[src/rtl/fetch_pkg.sv]
// rtl/fetch_pkg.sv - shared types and constants for the instruction fetch unit
package fetch_pkg;

    localparam int BYTE_W = 8;

    typedef enum logic [1:0] {
        S_IDLE  = 2'd0,
        S_FETCH = 2'd1,
        S_HOLD  = 2'd2
    } fetch_state_t;

endpackage

[src/rtl/fetch_unit_if.sv]
// rtl/fetch_unit_if.sv - memory byte port and decoder handoff bundle for fetch_unit
interface fetch_unit_if
    import fetch_pkg::*;
#(
    parameter int WIDTH = 8,
    parameter int BYTES = 4
);
    logic                      mem_req;
    logic [WIDTH-1:0]          mem_addr;
    logic [BYTE_W-1:0]         mem_rdata;
    logic                      mem_ready;
    logic                      instr_valid;
    logic [BYTE_W*BYTES-1:0]   instr;
    logic [WIDTH-1:0]          instr_pc;
    logic                      instr_ack;

    modport master (
        output mem_req, mem_addr, instr_valid, instr, instr_pc,
        input  mem_rdata, mem_ready, instr_ack
    );

    modport slave (
        input  mem_req, mem_addr, instr_valid, instr, instr_pc,
        output mem_rdata, mem_ready, instr_ack
    );
endinterface

[src/rtl/instr_assembler.sv]
// rtl/instr_assembler.sv - byte-lane register bank that assembles one instruction
module instr_assembler
    import fetch_pkg::*;
#(
    parameter int BYTES = 4,
    localparam int CNT_W = (BYTES > 1) ? $clog2(BYTES) : 1
) (
    input  logic                    clk,
    input  logic                    reset,
    input  logic                    we,
    input  logic [CNT_W-1:0]        sel,
    input  logic [BYTE_W-1:0]       wdata,
    output logic [BYTE_W*BYTES-1:0] instr
);

    for (genvar k = 0; k < BYTES; k++) begin : g_lane
        logic [BYTE_W-1:0] lane;

        always_ff @(posedge clk or negedge reset) begin
            if (!reset) begin
                lane <= '0;
            end else if (we && (sel == CNT_W'(k))) begin
                lane <= wdata;
            end
        end

        assign instr[BYTE_W*k +: BYTE_W] = lane;
    end

endmodule

[src/rtl/fetch_unit.sv]
// rtl/fetch_unit.sv - byte-serial instruction fetch with wait states, decoder hold and redirect
module fetch_unit
    import fetch_pkg::*;
#(
    parameter int               WIDTH    = 8,
    parameter int               BYTES    = 4,
    parameter logic [WIDTH-1:0] RESET_PC = '0
) (
    input  logic              clk,
    input  logic              reset,
    fetch_unit_if.master      bus,
    input  logic              redirect,
    input  logic [WIDTH-1:0]  redirect_pc,
    output logic [WIDTH-1:0]  pc,
    output logic              busy
);

    localparam int CNT_W = (BYTES > 1) ? $clog2(BYTES) : 1;
    localparam logic [CNT_W-1:0] LAST = CNT_W'(BYTES - 1);

    fetch_state_t      state;
    logic [CNT_W-1:0]  cnt;
    logic [WIDTH-1:0]  pc_q;
    logic [WIDTH-1:0]  instr_pc_q;
    logic              beat;

    // A redirect in the same cycle as a returned byte discards that byte.
    assign beat = (state == S_FETCH) && bus.mem_ready && !redirect;

    always_ff @(posedge clk or negedge reset) begin
        if (!reset) begin
            state      <= S_IDLE;
            pc_q       <= RESET_PC;
            cnt        <= '0;
            instr_pc_q <= '0;
        end else if (redirect && (state != S_IDLE)) begin
            state <= S_FETCH;
            pc_q  <= redirect_pc;
            cnt   <= '0;
        end else begin
            case (state)
                S_IDLE: state <= S_FETCH;
                S_FETCH: begin
                    if (bus.mem_ready) begin
                        pc_q <= pc_q + WIDTH'(1);
                        if (cnt == '0) begin
                            instr_pc_q <= pc_q;
                        end
                        if (cnt == LAST) begin
                            cnt   <= '0;
                            state <= S_HOLD;
                        end else begin
                            cnt <= cnt + CNT_W'(1);
                        end
                    end
                end
                S_HOLD: begin
                    if (bus.instr_ack) begin
                        state <= S_FETCH;
                    end
                end
                default: state <= S_IDLE;
            endcase
        end
    end

    instr_assembler #(.BYTES(BYTES)) u_asm (
        .clk   (clk),
        .reset (reset),
        .we    (beat),
        .sel   (cnt),
        .wdata (bus.mem_rdata),
        .instr (bus.instr)
    );

    assign pc              = pc_q;
    assign busy            = (state == S_FETCH);
    assign bus.mem_req     = (state == S_FETCH);
    assign bus.mem_addr    = pc_q;
    assign bus.instr_valid = (state == S_HOLD);
    assign bus.instr_pc    = instr_pc_q;

endmodule
[src/flat_wrapper.sv]
// flat-port wrapper written by rule: the top's interface ports become plain ports
module fetch_unit_flat import fetch_pkg::*;
#(
    parameter int               WIDTH    = 8,
    parameter int               BYTES    = 4,
    parameter logic [WIDTH-1:0] RESET_PC = '0
)
  (clk, reset, redirect, redirect_pc, pc, busy, bus_mem_req, bus_mem_addr, bus_instr_valid, bus_instr, bus_instr_pc, bus_mem_rdata, bus_mem_ready, bus_instr_ack);
  fetch_unit_if #(.WIDTH(WIDTH), .BYTES(BYTES)) bus_i ();
  input  logic clk;
  input  logic reset;
  input  logic redirect;
  input  logic [WIDTH-1:0] redirect_pc;
  output logic [WIDTH-1:0] pc;
  output logic busy;
  output wire logic [$bits(bus_i.mem_req)-1:0] bus_mem_req;
  output wire logic [$bits(bus_i.mem_addr)-1:0] bus_mem_addr;
  output wire logic [$bits(bus_i.instr_valid)-1:0] bus_instr_valid;
  output wire logic [$bits(bus_i.instr)-1:0] bus_instr;
  output wire logic [$bits(bus_i.instr_pc)-1:0] bus_instr_pc;
  input wire logic [$bits(bus_i.mem_rdata)-1:0] bus_mem_rdata;
  input wire logic [$bits(bus_i.mem_ready)-1:0] bus_mem_ready;
  input wire logic [$bits(bus_i.instr_ack)-1:0] bus_instr_ack;
  assign bus_mem_req = bus_i.mem_req;
  assign bus_mem_addr = bus_i.mem_addr;
  assign bus_instr_valid = bus_i.instr_valid;
  assign bus_instr = bus_i.instr;
  assign bus_instr_pc = bus_i.instr_pc;
  assign bus_i.mem_rdata = bus_mem_rdata;
  assign bus_i.mem_ready = bus_mem_ready;
  assign bus_i.instr_ack = bus_instr_ack;
  fetch_unit #(.WIDTH(WIDTH), .BYTES(BYTES), .RESET_PC(RESET_PC)) u_core (.clk(clk), .reset(reset), .bus(bus_i), .redirect(redirect), .redirect_pc(redirect_pc), .pc(pc), .busy(busy));
endmodule
[config.mk]
export PLATFORM = sky130hd
export DESIGN_NAME = fetch_unit_flat
export DESIGN_NICKNAME = d
export VERILOG_FILES = /design/src/rtl/fetch_pkg.sv /design/src/rtl/fetch_unit_if.sv /design/src/rtl/instr_assembler.sv /design/src/rtl/fetch_unit.sv /design/src/flat_wrapper.sv
export SDC_FILE = /design/constraint.sdc
export NUM_CORES = 1
export LEC_CHECK = 0
export ABC_AREA = 1
export CORE_ASPECT_RATIO = 0.75
export CORE_MARGIN = 2
export CORE_UTILIZATION = 30
export DETAILED_ROUTE_END_ITERATION = 6
export GPL_TIMING_DRIVEN = 0
export PLACE_DENSITY_LB_ADDON = 0.3
export SETUP_SLACK_MARGIN = 0.5
export SKIP_CTS_REPAIR_TIMING = 1
export SKIP_LAST_GASP = 1
export SLEW_MARGIN = 20
export SYNTH_ARGS = -nofsm -noshare
export SYNTH_HDL_FRONTEND = slang
export SYNTH_SLANG_ARGS = --single-unit
[constraint.sdc]
create_clock -name clk -period 1.3 [get_ports clk]
set_input_delay 0.26 -clock clk [delete_from_list [all_inputs] [get_ports clk]]
set_output_delay 0.26 -clock clk [all_outputs]
set_load 0.05 [all_outputs]
==> results.yml, run 1 <==
status:
  status: "finished with violations"
  failed_checks: "hold timing, setup timing"
worst_hold_path:
  hold_path.class: "input port to async pin"
timing:
  slew_headroom_pct: 56.23
  rsz0062_at_grt: "yes"
  tightest_slew_ps: 656.5
  period_needed_ps: 1454
  whs_ps: -29.60
  hold_violations: 24
  setup_viol: 55
  setup_ws_ps: -154.4
  post-route-period-util_pct: 111.9
  fmax_ghz: 0.6876
  drv_slew: 0
  finClkSkew_ps: 4.019
placement:
  place_area_sq_um: 3553
  port_buffers: 79
  placed_cells: 446
  dp_slack_ps: -487.3
  dpl.hpwl_um: 4525
  gp_congestion: 0.7964
synth:
  yosysTopAreaCell: "dfrtp_1"
  ys_seq_area_share_pct: 52.71
  synth_cells: 262
  synth_ff_type: "dfrtp_1"
  syn-mean-instance-area_sq_um: 9.422
  netlist.area_leader.share_pct: 52.71
  netlist_area_sq_um: 2469
  synth_warnings: 0
  synth_edf_count: 0
  ys_ff_latch: 52
  synth.net_count: 288
  async_flop_share_pct: 100.0
  synthTopCellsByArea: "dfrtp_1, nand2_1, o21ai_2, inv_1, o21ai_1"
  synth_cell_types: 21
detailed_routing:
  dr.first_iter.drc_count: 46
  drt_first_pass_iters: 4
  drtAntennaViolNets: 0
  vias: 2143
  drc: 0
  wl_um: 6596
  wire_per_inst_um: 13.66
  detail_route.vias_per_cell: 4.437
floorplan:
  ios: 80
  num_rows: 28
  start_util_pct: 31.04
  die_h_um: 82.56
  fp.dieW_um: 108.7
  core_sq_um: 7953
  dieArea_sq_um: 8978
worst_setup_path:
  cp-start-kind: "flip-flop"
  cp.required_ps: 1040
  cpPeakStageDelay_ps: 460
  crit_arrival_ps: 1190
  worst-setup-path-type: "flip-flop to output pin"
  rr_startpoint: "u_core.state[1]"
  rr_endpoint: "u_core.u_asm.g_lane[1].lane[6]"
  reg2regPathDepth: 7
  crit_fanout: 3
  r2r_slack_ps: -130
  critPathSlowestCell: "dfrtp_2"
  crit_buf_inv: 2
  crit_family: "flip-flops"
  end_kind: "output pin"
  crit_chain: "nor2_4, buf_4, buf_6"
finish:
  nets: 405
  layout-drive-gt1-share_pct: 64.55
  area_growth_pct: 71.06
  post-route-util_pct: 53.10
  postLayoutCellArea_sq_um: 4223
  antenna_cells: 0
  fin_cells: 483
grt:
  gr-total-overflow: 0
  grt.total_usage_pct: 13.82
  antenna_found_initial: 0
  grt_first_pass_wirelength_um: 9384
  grt_max_degree: 53
  grt_pass1_vias: 1855
clocking:
  cts.sinks: 52
  cts_root_buffer: "clkbuf_8"
  tritoncts: "done"
  ctsHtreeMaxLevel: 2
  cts_max_path_buffers: 2
  clk_latency_ps: 300
  clkTransAtPathRegs_ps: 90
  cts_made_buffers: 5
power_and_ir_drop:
  leakagePower_nw: 2.010
  pwr_density_cell_nw_per_um2: 2357
  peakVddDrop_uv: 1525
run:
  drv_cap: 0
-- sequential cells by signal, indices dropped and copies added (netlist names) --
register,flops
u_core.cnt,2
u_core.u_asm.g_lane.lane,32
u_core.state,2
u_core.bus.mem_addr,8
u_core.bus.instr_pc,8
-- cells in the final DEF (no fill, tap or decap), types with 2 or more instances in the layout --
master,netlist,layout
o21ai_2,25,30
nand3_2,0,2
nand2_2,0,19
inv_2,1,3
nor2_2,0,3
buf_12,0,2
or2_2,2,2
buf_6,6,66
clkbuf_8,0,5
nor2_4,1,2
o21ai_0,10,3
buf_8,0,13
nand2_1,71,46
clkbuf_16,0,2
o21ai_1,15,16
buf_4,9,23
ha_1,5,3
nor2_1,11,7
dfrtp_2,0,50
clkdlybuf4s50_1,0,18
o211ai_1,2,2
nand2_4,5,11
ha_4,0,2
nand4_1,2,2
inv_4,0,2
inv_1,28,24
nand3_1,12,10
-- kinds of logic after synthesis --
family	Yosys count	share of synthesized area, %
and+or+nand+nor	105	19.46
DFF	52	52.71
buffers and inverters	46	10.29
AOI/OAI and AO/OA	54	15.00
adders and majority gates	5	2.534
-- stage by stage --
| step | TNS [ps] | power (mW) |
|---|---|---|
| after floorplan | -8557 | 6.342 |
| after global placement | -116920 | 7.988 |
| after detailed placement | -24870 | 8.047 |
| after CTS | -34990 | 9.126 |
| after global routing | -8671 | 10.41 |
| final | -4501 | 9.953 |
-- cell type report --
type	count	area (sq um)
flip-flops and latches	52	1368
inverters	29	113.9
fillers	711	3730
well taps	105	131.4
clock inverters	1	30.03
repair buffers	109	1176
clock buffers	5	68.82
plain buffers	17	225.2
multi-input cells	165	1110
-- Yosys cell counts (2+ instances only) --
cell type and count:
o211ai_1 2, nand4_1 2, buf_6 6, buf_2 2
inv_1 28, nand2_1 71, o21ai_1 15, ha_1 5
nor2_1 11, o21ai_2 25, o21ai_0 10, nand2_4 5
buf_4 9, nand3_1 12, or2_2 2, dfrtp_1 52
-- layer usage --
metal  part of all wire [%]  vias up  GRT usage [%]
met3                    4.3        7          2.826
met2                     49       51          21.94
li1                       -     1072              -
met4                    1.1        0          4.231
met1                     46     1013          19.10
met5                      0        -              0
-- worst max path at each step --
stage | startpoint | endpoint | slack [ps] | cells past startpoint
3_3_place_gp | reset | u_core.bus.mem_addr[1] | -1950 | 1
5_1_grt | u_core.state[1] | u_core.u_asm.g_lane[1].lane[6] | -210 | 7
3_5_place_dp | redirect | u_core.bus.mem_addr[7] | -490 | 7
2_1_floorplan | u_core.state[0] | u_core.u_asm.g_lane[1].lane[5] | -230 | 8
6_report | u_core.state[1] | busy | -150 | 3
4_1_cts | u_core.state[0] | busy | -820 | 4
-- worst register-to-register path: stages (launching register included) --
cell,delay (ps)
dfrtp_2,460
nor2_4,160
nand2_4,90
nor2_8,200
nand2_4,120
buf_6,170
nand2_1,70
o21ai_2,50
-- report_power, final --
part	total (mW)	leakage, nW	switching (mW)	internal [mW]
Combinational	5.94	1.37	3.56	2.37
Clock	1.07	0.0501	0.517	0.554
Sequential	2.94	0.591	0.600	2.34
No activity file was read; power rests on OpenSTA's default activity.
==> run 2: changes to the inputs <==
- REMOVE_ABC_BUFFERS: unset -> 1
- SKIP_LAST_GASP: 1 -> unset
- clock period: 1.3 -> 1.21 ns (I/O delays scaled with it)
==> run 2 against run 1 <==
Against the previous run:
- the run still ends with hold timing, setup timing left
- final cell count fell by 2.7%
- final area is 7.9% lower
- first-iteration DRC count grew to 2.6 times the previous value
- sequential power up 1%
- critical path depth is the same
- combinational power increased by 4.4%
- register-to-register slack worse by 50 ps
- clock skew is 5.6 ps higher
- sequential share of layout area rose by 1.3 points
- critical path type unchanged
- critical endpoint unchanged
==> results.yml, run 2 (same netlist as run 1, synthesis figures left out) <==
timing:
  finClkSkew_ps: 9.657
  whs_ps: -43.63
  post-route-period-util_pct: 116.2
  tightest_slew_ps: 674.3
  rsz0062_at_grt: "yes"
  final.setup.tns_ps: -7433
  fmax_ghz: 0.7112
  period_needed_ps: 1406
  slew_headroom_pct: 55.05
  setup_ws_ps: -196.1
  hold_violations: 52
  setup_viol: 52
  drv_slew: 0
grt:
  gr-total-overflow: 0
  grt_pass1_vias: 1728
  grt_max_degree: 53
  grt_first_pass_wirelength_um: 8631
  antenna_found_initial: 0
  grt.total_usage_pct: 12.67
status:
  status: "finished with violations"
  failed_checks: "hold timing, setup timing"
worst_setup_path:
  crit_fanout: 4
  worst-setup-path-type: "flip-flop to output pin"
  end_kind: "output pin"
  cp.required_ps: 970
  cp-start-kind: "flip-flop"
  crit_arrival_ps: 1160
finish:
  layout-drive-gt1-share_pct: 44.11
  postLayoutCellArea_sq_um: 3889
  antenna_cells: 0
  fillers: 759
  largest_register: "u_core.u_asm.g_lane.lane"
  layout_commonest_cell: "nand2_1"
  final_cell_mix: "nand2_1, buf_6, dfrtp_1, inv_1, o21ai_2"
  register_area_sq_um: 1311
  largest_reg_flops: 32
  multi_input_area_sq_um: 1075
  area_growth_pct: 57.53
  nets: 390
clocking:
  cts_root_buffer: "clkbuf_8"
  ctsHtreeMaxLevel: 2
  cts_max_path_buffers: 2
  tritoncts: "done"
  cts.sinks: 52
  clkTransAtPathRegs_ps: 100
  clk_latency_ps: 310
  cts_made_buffers: 5
floorplan:
  start_util_pct: 31.04
  dieArea_sq_um: 8978
  die_h_um: 82.56
  fp.dieW_um: 108.7
  core_sq_um: 7953
  ios: 80
  num_rows: 28
detailed_routing:
  drt_first_pass_iters: 4
  wire_per_inst_um: 13.84
  dr.first_iter.drc_count: 121
  drc: 0
  wl_um: 6503
  vias: 2100
  detail_route.vias_per_cell: 4.468
  drtAntennaViolNets: 0
worst_hold_path:
  hold_path.class: "input port to async pin"
power_and_ir_drop:
  leakagePower_nw: 1.904
  peakVddDrop_uv: 1336
  pwr_density_cell_nw_per_um2: 2631
placement:
  dpl.hpwl_um: 3874
  port_buffers: 79
  gp_congestion: 0.7491
  place_area_sq_um: 3243
run:
  drv_cap: 0
## run 2: changes by cell type in the layout (fill, tap and decap cells not counted), moves of 9 or more
cell | before | now
dfrtp_1 | 1 | 44
nand2_1 | 46 | 66
buf_8 | 13 | 4
dfrtp_2 | 50 | 8
nand2_2 | 19 | 5
buf_6 | 66 | 56
## run 2: worst paths after layout
kind | slack, ps | to | depth (start not counted) | from
min reg2reg | 510 | u_core.bus.instr_pc[1] | 2 | u_core.bus.instr_pc[1]
min in group clk | 480 | u_core.state[1] | 4 | redirect
max reg2reg | -180 | u_core.u_asm.g_lane[0].lane[2] | 8 | u_core.state[0]
min | -40 | u_core.u_asm.g_lane[2].lane[3] | 1 | reset
max | -200 | busy | 3 | u_core.state[0]
max in group asynchronous | 750 | u_core.bus.mem_addr[6] | 1 | reset
## run 2: final cells by class
| type | instances | area share, % |
|---|---|---|
| Timing Repair Buffer | 109 | 29.92 |
| Sequential cell | 52 | 33.72 |
| Tap cell | 105 | 3.378 |
| Inverter | 29 | 2.928 |
| Clock buffer | 7 | 2.220 |
| Clock inverter | 1 | 0.1931 |
| Multi-Input combinational cell | 167 | 27.64 |
## run 2: per-stage QoR
stage | setup slack, ps | util [%] | std cells | power [mW] | hold slack (ps)
floorplan | -640.7 | - | 245 | 6.334 | -53.59
global placement | -1755 | 40.81 | 429 | 8.102 | 459.3
detailed placement | -861.5 | 40.78 | 429 | 8.165 | 328.6
CTS | -852.6 | 41.96 | 437 | 9.222 | -10.56
global route | -274.0 | 48.90 | 470 | 10.73 | 13.10
finish | -196.1 | 48.90 | 470 | 10.23 | -43.63
## run 2: critical path, cell delays in order, from the launching register on
cell	delay [ps]
dfrtp_2	430
inv_2	70
nor2_4	120
clkbuf_4	250
## run 2: routing by layer
| metal | share of wire, % | global-route usage (%) |
|---|---|---|
| met3 | 3.9 | 3.140 |
| met5 | 0 | 0 |
| met4 | 0.83 | 3.846 |
| met1 | 50 | 17.88 |
| met2 | 46 | 19.19 |
## run 2: where the power goes
| group | leakage, nW | switching (mW) | total [mW] | internal, mW |
|---|---|---|---|---|
| Combinational | 1.21 | 3.82 | 6.20 | 2.38 |
| Clock | 0.0445 | 0.582 | 1.05 | 0.467 |
| Sequential | 0.646 | 0.578 | 2.98 | 2.40 |
